==> src/rtl/mem_port_arbiter_pkg.sv <==
// Shared definitions for the syn_mem port arbiter.
// - Requester index constants for the default requester mapping.
// - Arbiter FSM state encoding.
// - Lane offset helper for the packed per-requester address/data buses.
package mem_port_arbiter_pkg;

  localparam int unsigned REQ_MEAS = 0;
  localparam int unsigned REQ_ENC  = 1;
  localparam int unsigned REQ_DEC  = 2;
  localparam int unsigned REQ_EXT  = 3;

  typedef enum logic [1:0] {
    ST_IDLE  = 2'd0,
    ST_OWN   = 2'd1,
    ST_YIELD = 2'd2
  } arb_state_t;

  // Requester idx occupies bus bits [idx*width +: width].
  function automatic int unsigned lane_lsb(input int unsigned idx,
                                           input int unsigned width);
    return idx * width;
  endfunction

endpackage

==> src/rtl/mem_port_arbiter_rr_pick.sv <==
// Combinational round-robin selector.
// Ports:
//   req   - request vector, one bit per requester
//   ptr   - index searched first; the search wraps modulo NUM_REQ
//   pick  - one-hot winner (all zero when no request)
//   valid - high when any request is set
module mem_port_arbiter_rr_pick #(
  parameter int unsigned NUM_REQ   = 4,
  parameter int unsigned PTR_WIDTH = 2
) (
  input  logic [NUM_REQ-1:0]   req,
  input  logic [PTR_WIDTH-1:0] ptr,
  output logic [NUM_REQ-1:0]   pick,
  output logic                 valid
);

  always_comb begin
    pick  = '0;
    valid = 1'b0;
    for (int unsigned off = 0; off < NUM_REQ; off++) begin
      int unsigned idx;
      idx = int'(ptr) + off;
      if (idx >= NUM_REQ) idx = idx - NUM_REQ;
      if (!valid && req[idx]) begin
        pick[idx] = 1'b1;
        valid     = 1'b1;
      end
    end
  end

endmodule

==> src/rtl/mem_port_arbiter.sv <==
// Round-robin arbiter sharing the single-port syn_mem between NUM_REQ
// requesters, with a burst cap so no requester monopolises the memory.
// Ports:
//   I_clk, I_rst_n           - clock, asynchronous active-low reset
//   I_req, I_wen             - per-requester request / write enable
//   I_addr, I_wdata          - packed per-requester address / write data
//   O_gnt                    - registered one-hot grant
//   O_rvalid, O_rdata        - tagged read-return strobe, broadcast data
//   O_mem_addr/_wen/_wdata   - memory-side access from the owner
//   I_mem_rdata              - memory read data (1-cycle synchronous)
//   O_busy                   - any grant held
module mem_port_arbiter
  import mem_port_arbiter_pkg::*;
#(
  parameter int unsigned NUM_REQ         = 4,
  parameter int unsigned ADDR_WIDTH      = 5,
  parameter int unsigned DATA_WIDTH      = 8,
  parameter int unsigned MAX_BURST       = 16,
  parameter int unsigned BURST_CNT_WIDTH = 5
) (
  input  logic                            I_clk,
  input  logic                            I_rst_n,
  input  logic [NUM_REQ-1:0]              I_req,
  input  logic [NUM_REQ-1:0]              I_wen,
  input  logic [NUM_REQ*ADDR_WIDTH-1:0]   I_addr,
  input  logic [NUM_REQ*DATA_WIDTH-1:0]   I_wdata,
  output logic [NUM_REQ-1:0]              O_gnt,
  output logic [NUM_REQ-1:0]              O_rvalid,
  output logic [DATA_WIDTH-1:0]           O_rdata,
  output logic [ADDR_WIDTH-1:0]           O_mem_addr,
  output logic                            O_mem_wen,
  output logic [DATA_WIDTH-1:0]           O_mem_wdata,
  input  logic [DATA_WIDTH-1:0]           I_mem_rdata,
  output logic                            O_busy
);

  localparam int unsigned PTR_WIDTH = (NUM_REQ > 1) ? $clog2(NUM_REQ) : 1;
  localparam logic [BURST_CNT_WIDTH-1:0] BURST_MAX = BURST_CNT_WIDTH'(MAX_BURST);
  localparam logic [PTR_WIDTH-1:0]       LAST_IDX  = PTR_WIDTH'(NUM_REQ - 1);

  arb_state_t                 state, state_next;
  logic [NUM_REQ-1:0]         gnt, gnt_next;
  logic [NUM_REQ-1:0]         rvalid, rvalid_next;
  logic [PTR_WIDTH-1:0]       ptr, ptr_next;
  logic [BURST_CNT_WIDTH-1:0] cnt, cnt_next, cnt_inc;

  logic [NUM_REQ-1:0]         pick;
  logic                       pick_valid;
  logic [NUM_REQ-1:0]         active;
  logic                       access;
  logic                       other_pending;
  logic [PTR_WIDTH-1:0]       owner, owner_succ;

  mem_port_arbiter_rr_pick #(
    .NUM_REQ   (NUM_REQ),
    .PTR_WIDTH (PTR_WIDTH)
  ) u_rr_pick (
    .req   (I_req),
    .ptr   (ptr),
    .pick  (pick),
    .valid (pick_valid)
  );

  assign active        = gnt & I_req;
  assign access        = |active;
  assign other_pending = |(I_req & ~gnt);

  always_comb begin
    owner = '0;
    for (int unsigned i = 0; i < NUM_REQ; i++) begin
      if (gnt[i]) owner = PTR_WIDTH'(i);
    end
  end

  assign owner_succ = (owner == LAST_IDX) ? '0 : owner + 1'b1;
  // Saturates at the cap so a lone owner keeps its grant indefinitely.
  assign cnt_inc    = (cnt == BURST_MAX) ? cnt : cnt + 1'b1;

  // State register
  always_ff @(posedge I_clk or negedge I_rst_n) begin
    if (!I_rst_n) begin
      state  <= ST_IDLE;
      gnt    <= '0;
      ptr    <= '0;
      cnt    <= '0;
      rvalid <= '0;
    end else begin
      state  <= state_next;
      gnt    <= gnt_next;
      ptr    <= ptr_next;
      cnt    <= cnt_next;
      rvalid <= rvalid_next;
    end
  end

  // Next-state logic. The pointer advance and counter clear are registered
  // on entry to YIELD, so the YIELD cycle (grant already dropped) can
  // arbitrate with the advanced pointer directly.
  always_comb begin
    state_next = state;
    gnt_next   = gnt;
    ptr_next   = ptr;
    cnt_next   = cnt;
    case (state)
      ST_IDLE: begin
        if (pick_valid) begin
          gnt_next   = pick;
          state_next = ST_OWN;
        end
      end
      ST_OWN: begin
        if (!access || ((cnt_inc == BURST_MAX) && other_pending)) begin
          gnt_next   = '0;
          ptr_next   = owner_succ;
          cnt_next   = '0;
          state_next = ST_YIELD;
        end else begin
          cnt_next = cnt_inc;
        end
      end
      ST_YIELD: begin
        if (pick_valid) begin
          gnt_next   = pick;
          state_next = ST_OWN;
        end else begin
          state_next = ST_IDLE;
        end
      end
      default: begin
        gnt_next   = '0;
        state_next = ST_IDLE;
      end
    endcase
    // Tagged from the access cycle itself, so a grant change in the return
    // cycle cannot retarget the strobe.
    rvalid_next = active & ~I_wen;
  end

  // Output logic: AND-OR mux over the one-hot grant yields zero when idle.
  always_comb begin
    O_mem_addr  = '0;
    O_mem_wdata = '0;
    for (int unsigned i = 0; i < NUM_REQ; i++) begin
      if (gnt[i]) begin
        O_mem_addr  = O_mem_addr  | I_addr[lane_lsb(i, ADDR_WIDTH) +: ADDR_WIDTH];
        O_mem_wdata = O_mem_wdata | I_wdata[lane_lsb(i, DATA_WIDTH) +: DATA_WIDTH];
      end
    end
    O_mem_wen = |(active & I_wen);
    O_gnt     = gnt;
    O_rvalid  = rvalid;
    O_rdata   = I_mem_rdata;
    O_busy    = |gnt;
  end

endmodule

==> config.mk <==
export PLATFORM = sky130hd
export DESIGN_NAME = mem_port_arbiter
export DESIGN_NICKNAME = d
export VERILOG_FILES = /design/src/rtl/mem_port_arbiter_pkg.sv /design/src/rtl/mem_port_arbiter_rr_pick.sv /design/src/rtl/mem_port_arbiter.sv
export SDC_FILE = /design/constraint.sdc
export NUM_CORES = 1
export LEC_CHECK = 0
export BUFFER_PORTS_ARGS = -buffer_cell sky130_fd_sc_hd__buf_4
export CORE_MARGIN = 4
export CORE_UTILIZATION = 40
export DETAILED_ROUTE_END_ITERATION = 6
export MAX_ROUTING_LAYER = met4
export PLACE_DENSITY_LB_ADDON = 0.3
export SLEW_MARGIN = 20
export SYNTH_ARGS = -nofsm -noshare
export SYNTH_HDL_FRONTEND = slang
export SYNTH_SLANG_ARGS = --single-unit
==> constraint.sdc <==
create_clock -name I_clk -period 2.3 [get_ports I_clk]
set_input_delay 0.46 -clock I_clk [delete_from_list [all_inputs] [get_ports I_clk]]
set_output_delay 0.46 -clock I_clk [all_outputs]
set_load 0.02 [all_outputs]
==> results.md <==
- After floorplanning, the core was divided into 23 placement rows.
- No sink is reached through more buffers than the 2 on the longest clock path.
- The worst setup path is launched from a register.
- The width of the chip is around 73 um.
- The worst path in the final design needs a cycle of 2.19 ns, including I/O delays and setup.
- The combined global-route utilization of all metal layers is 20.2%.
- The final RePlAce weighted congestion is 0.883.
- Of all nets on the critical path, the largest fanout is 5.
- For this run the aggregate overflow at the end of global routing stands at 0.
- The reg-to-reg critical path endpoint is O_gnt[3].
- The fraction of the yosys area taken by sequential cells is 25.3%.
- The remaining number of nets flagged by the antenna check after routing is 0.
- Among all flip-flop cells after synthesis, the most frequent one is sky130_fd_sc_hd__dfrtp_1.
- The maximum number of pins on one net before global-route repair is 19.
- The cell at the root of the clock tree is sky130_fd_sc_hd__clkbuf_8.
- The first TritonRoute pass finished after 4 iterations.
- Measured against its own limit, the worst slew margin works out to 69.0%.
- The number of setup buffers added after CTS is 0.
- Setup violations remaining at the end of the flow were counted as 0.
- In this run the critical register-to-register path is launched from ptr[1].
- The setup total negative slack is 0 ns.
- When the netlist entered floorplanning its net count stood at 284.
- The portion of the clock cycle consumed by the worst path in the final layout is 95.2%.
- The worst setup path is captured at a register.
- The post-detailed-route DRC marker count is 0.
- The count of input and output buffers is 84.
- Across the routed clock network, the largest skew measured is 0.00537 ns.
- The average wire per standard cell is about 16 um.
- Once the floorplan was initialized, standard cells occupied between 40% and 50% of the core.
- The floorplan die height is 72.8 um.
- The number of fillers in the final layout is just under 400.
- The clock latency on the worst-skew pair is 0.25 ns.
- The cell depth of the worst flop-to-flop path is 7.
- In this run the standard cell core region covers roughly 0.0040 mm^2.
- After the first detailed-routing iteration, the DRC count stood at 90.
- The hold buffer count at cts is 0.
- 0 antenna diodes ended up in the layout.
- The final-stage net count is 355.
- The number of pins with negative max-slew slack in the final report was 0.
- The setup check on the worst reg-to-reg path leaves a slack of 0.11 ns.
- TritonCTS created 3 clock buffers.
- The area of the die is 0.00531 mm^2.
- The number of storage elements in the synthesis netlist is 17.
- Setup repair after global routing left no endpoint under its margin.
- The number of antenna violations at the first check in global routing is 0.
- Synthesis handed over a netlist of slightly above 200 instances.
- Tracing the worst setup path back leads to its startpoint at ptr[1].
- The number of vias per cell after detailed routing is 5.59.
- The total clock sinks is 17.
- Data arrives at the worst endpoint at 2.32 ns.
- Relative to the synthesized area, the layout overhead comes to 37.9%.
- In this run, post-CTS repair resized a total of 0 instances.
- The completed layout was analyzed and its total power is 0.00237 W.
- The maximum VDD drop is 547 uV.
- For this design the ratio of total power to cell area is 1020 mW/mm^2.
- The first global-routing pass estimated around 8.3 mm of wire.
- The number of failing hold endpoints at the final stage is 0.
- The number of different library cells used by synthesis comes to 45.
- The aggregate routed wire length is ~5.3 mm.
- Counting flops with a built-in enable in the synthesized netlist gives 0.
- The fmax is 456 MHz.
- At the pin with the least slew margin, the transition time is around 0.46 ns.
- The reported leakage power is 1.12 nW.
- The proportion of synthesized flip-flops having asynchronous set or reset is 100%.
- The clock-pin slew on the worst setup and hold paths is 0.07 ns.
- The CTS tree is yes.
- The via count of the first global-routing pass is 1762.
- The count of maximum capacitance violations is 0.
- Summed over all nets, the half-perimeter wirelength after detailed placement is 4.15 mm.
- The post-route netlist has 36.5% of its cells at a drive strength greater than 1.
- The per-instance average area after synthesis is 8.12 um^2.
- The area of the mapped netlist is 0.00168 mm^2.
- For the worst setup path, the data required time is 2.43 ns.
- roughly 100 I/O pins were placed.
- During synthesis, Yosys emitted a total of 0 warnings.
- The class of the worst hold path is input port to async pin.
- The critical setup path kind is register to register.
- The total via count in the routed design is 1827.
- The flow ran to the end, and the final reports show no timing, DRC or antenna violations.
- The count of H-tree levels built during CTS is 1.
[layout by cell type (no fill, tap or decap), drive strengths merged, types with 4 or more instances in the layout]
cell type  instances
nor2               8
nand3             15
inv               10
nor3               6
nand2             29
nand3b             4
a221o              8
clkbuf             4
a21oi              7
ha                 7
nor2b              5
buf               90
dfrtp             17
a22oi             28
[metrics by stage]
stage,setup WS (ns),cells,utilization (%),cell area (um^2),hold slack (ns)
floorplan,0.0532,207,-,1680,0.164
CTS,0.128,327,57.4,2310,0.0618
global route,0.00633,327,57.5,2320,0.0664
detailed placement,0.151,323,56.3,2270,0.338
finish,0.109,327,57.5,2320,0.0575
global placement,0.197,323,56.3,2270,0.337
[metal layers]
metal | GRT usage, % | vias to the layer above | wire length (um) | share of wire (%)
met1 | 26.0 | 858 | 2170 | 41
li1 | - | 901 | - | -
met4 | 7.38 | 0 | 59 | 1.1
met2 | 32.5 | 60 | 2740 | 52
met5 | - | - | 0 | 0
met3 | 2.34 | 8 | 329 | 6.2
[report_power, final]
group	internal, W	switching [W]	leakage, nW
registers	0.000383	0.0000842	0.226
logic	0.000732	0.000942	0.872
clock network	0.000123	0.000101	0.0228
total	0.00124	0.00113	1.12
[synth_stat cells, types with 2 or more instances]
| cell | number | share of area (%) |
|---|---|---|
| sky130_fd_sc_hd__inv_1 | 10 | 2.2 |
| sky130_fd_sc_hd__o21a_1 | 2 | 0.89 |
| sky130_fd_sc_hd__nand2_1 | 29 | 6.5 |
| sky130_fd_sc_hd__ha_1 | 7 | 5.2 |
| sky130_fd_sc_hd__nor3_1 | 6 | 1.8 |
| sky130_fd_sc_hd__a21boi_0 | 2 | 0.89 |
| sky130_fd_sc_hd__o21ai_0 | 3 | 0.89 |
| sky130_fd_sc_hd__o22ai_1 | 2 | 0.74 |
| sky130_fd_sc_hd__dfrtp_1 | 17 | 25 |
| sky130_fd_sc_hd__nor2_1 | 8 | 1.8 |
| sky130_fd_sc_hd__nand3b_1 | 4 | 1.8 |
| sky130_fd_sc_hd__a221o_1 | 8 | 4.8 |
| sky130_fd_sc_hd__nand3_1 | 15 | 4.5 |
| sky130_fd_sc_hd__a22oi_1 | 28 | 12 |
| sky130_fd_sc_hd__mux4_1 | 2 | 3.1 |
| sky130_fd_sc_hd__buf_2 | 4 | 1.2 |
| sky130_fd_sc_hd__nand4_1 | 2 | 0.74 |
| sky130_fd_sc_hd__nand2b_1 | 3 | 1.1 |
| sky130_fd_sc_hd__buf_4 | 8 | 3.6 |
| sky130_fd_sc_hd__buf_1 | 2 | 0.45 |
| sky130_fd_sc_hd__o211ai_1 | 2 | 0.89 |
| sky130_fd_sc_hd__buf_6 | 3 | 2.0 |
| sky130_fd_sc_hd__a21oi_1 | 7 | 2.1 |
| sky130_fd_sc_hd__clkbuf_1 | 7 | 1.6 |
| sky130_fd_sc_hd__nor2b_1 | 5 | 1.9 |
| sky130_fd_sc_hd__nor3b_1 | 2 | 0.89 |
[worst max-delay path by stage]
stage               endpoint  slack, ns  depth (start not counted)
floorplan           O_gnt[0]       0.05                          8
global placement    O_gnt[0]       0.20                          7
detailed placement  O_gnt[3]       0.15                          7
CTS                 O_gnt[3]       0.13                          7
global route        O_gnt[3]      0.006                          7
finish              O_gnt[3]       0.11                          7
[flip-flops by register name, indices dropped and copies added (netlist names)]
register / count
O_gnt: 4
O_rvalid: 4
cnt: 5
ptr: 2
state: 2
[cells by family (layout without fill, tap and decap cells)]
| group | count (synthesis) | after routing | share of synthesized area (%) |
|---|---|---|---|
| and+or+nand+nor | 82 | 82 | 24.9 |
| AOI/OAI and AO/OA | 62 | 62 | 28.0 |
| buffers and inverters | 34 | 104 | 11.0 |
| DFF | 17 | 17 | 25.3 |
| adders and majority gates | 7 | 7 | 5.21 |
| muxes | 3 | 3 | 4.46 |
| xor gates and xnor gates | 2 | 2 | 1.04 |
[worst max-delay path, cell delays in order, from the launching register on]
cell	delay (ns)
sky130_fd_sc_hd__dfrtp_1	0.35
sky130_fd_sc_hd__inv_1	0.08
sky130_fd_sc_hd__ha_1	0.36
sky130_fd_sc_hd__mux4_2	0.59
sky130_fd_sc_hd__nand3b_1	0.11
sky130_fd_sc_hd__a21oi_1	0.07
sky130_fd_sc_hd__a221o_1	0.25
sky130_fd_sc_hd__a221o_1	0.26
[final cells by class]
class,count,area [um^2],area share (%)
clock buffer,4,45.0,1.94
inverter,10,37.5,1.62
multi-input combinational,156,1070,46.2
sequential,17,425,18.3
tap,50,62.6,2.70
timing repair buffer,90,676,29.1
(Power assumes the default switching activity.)
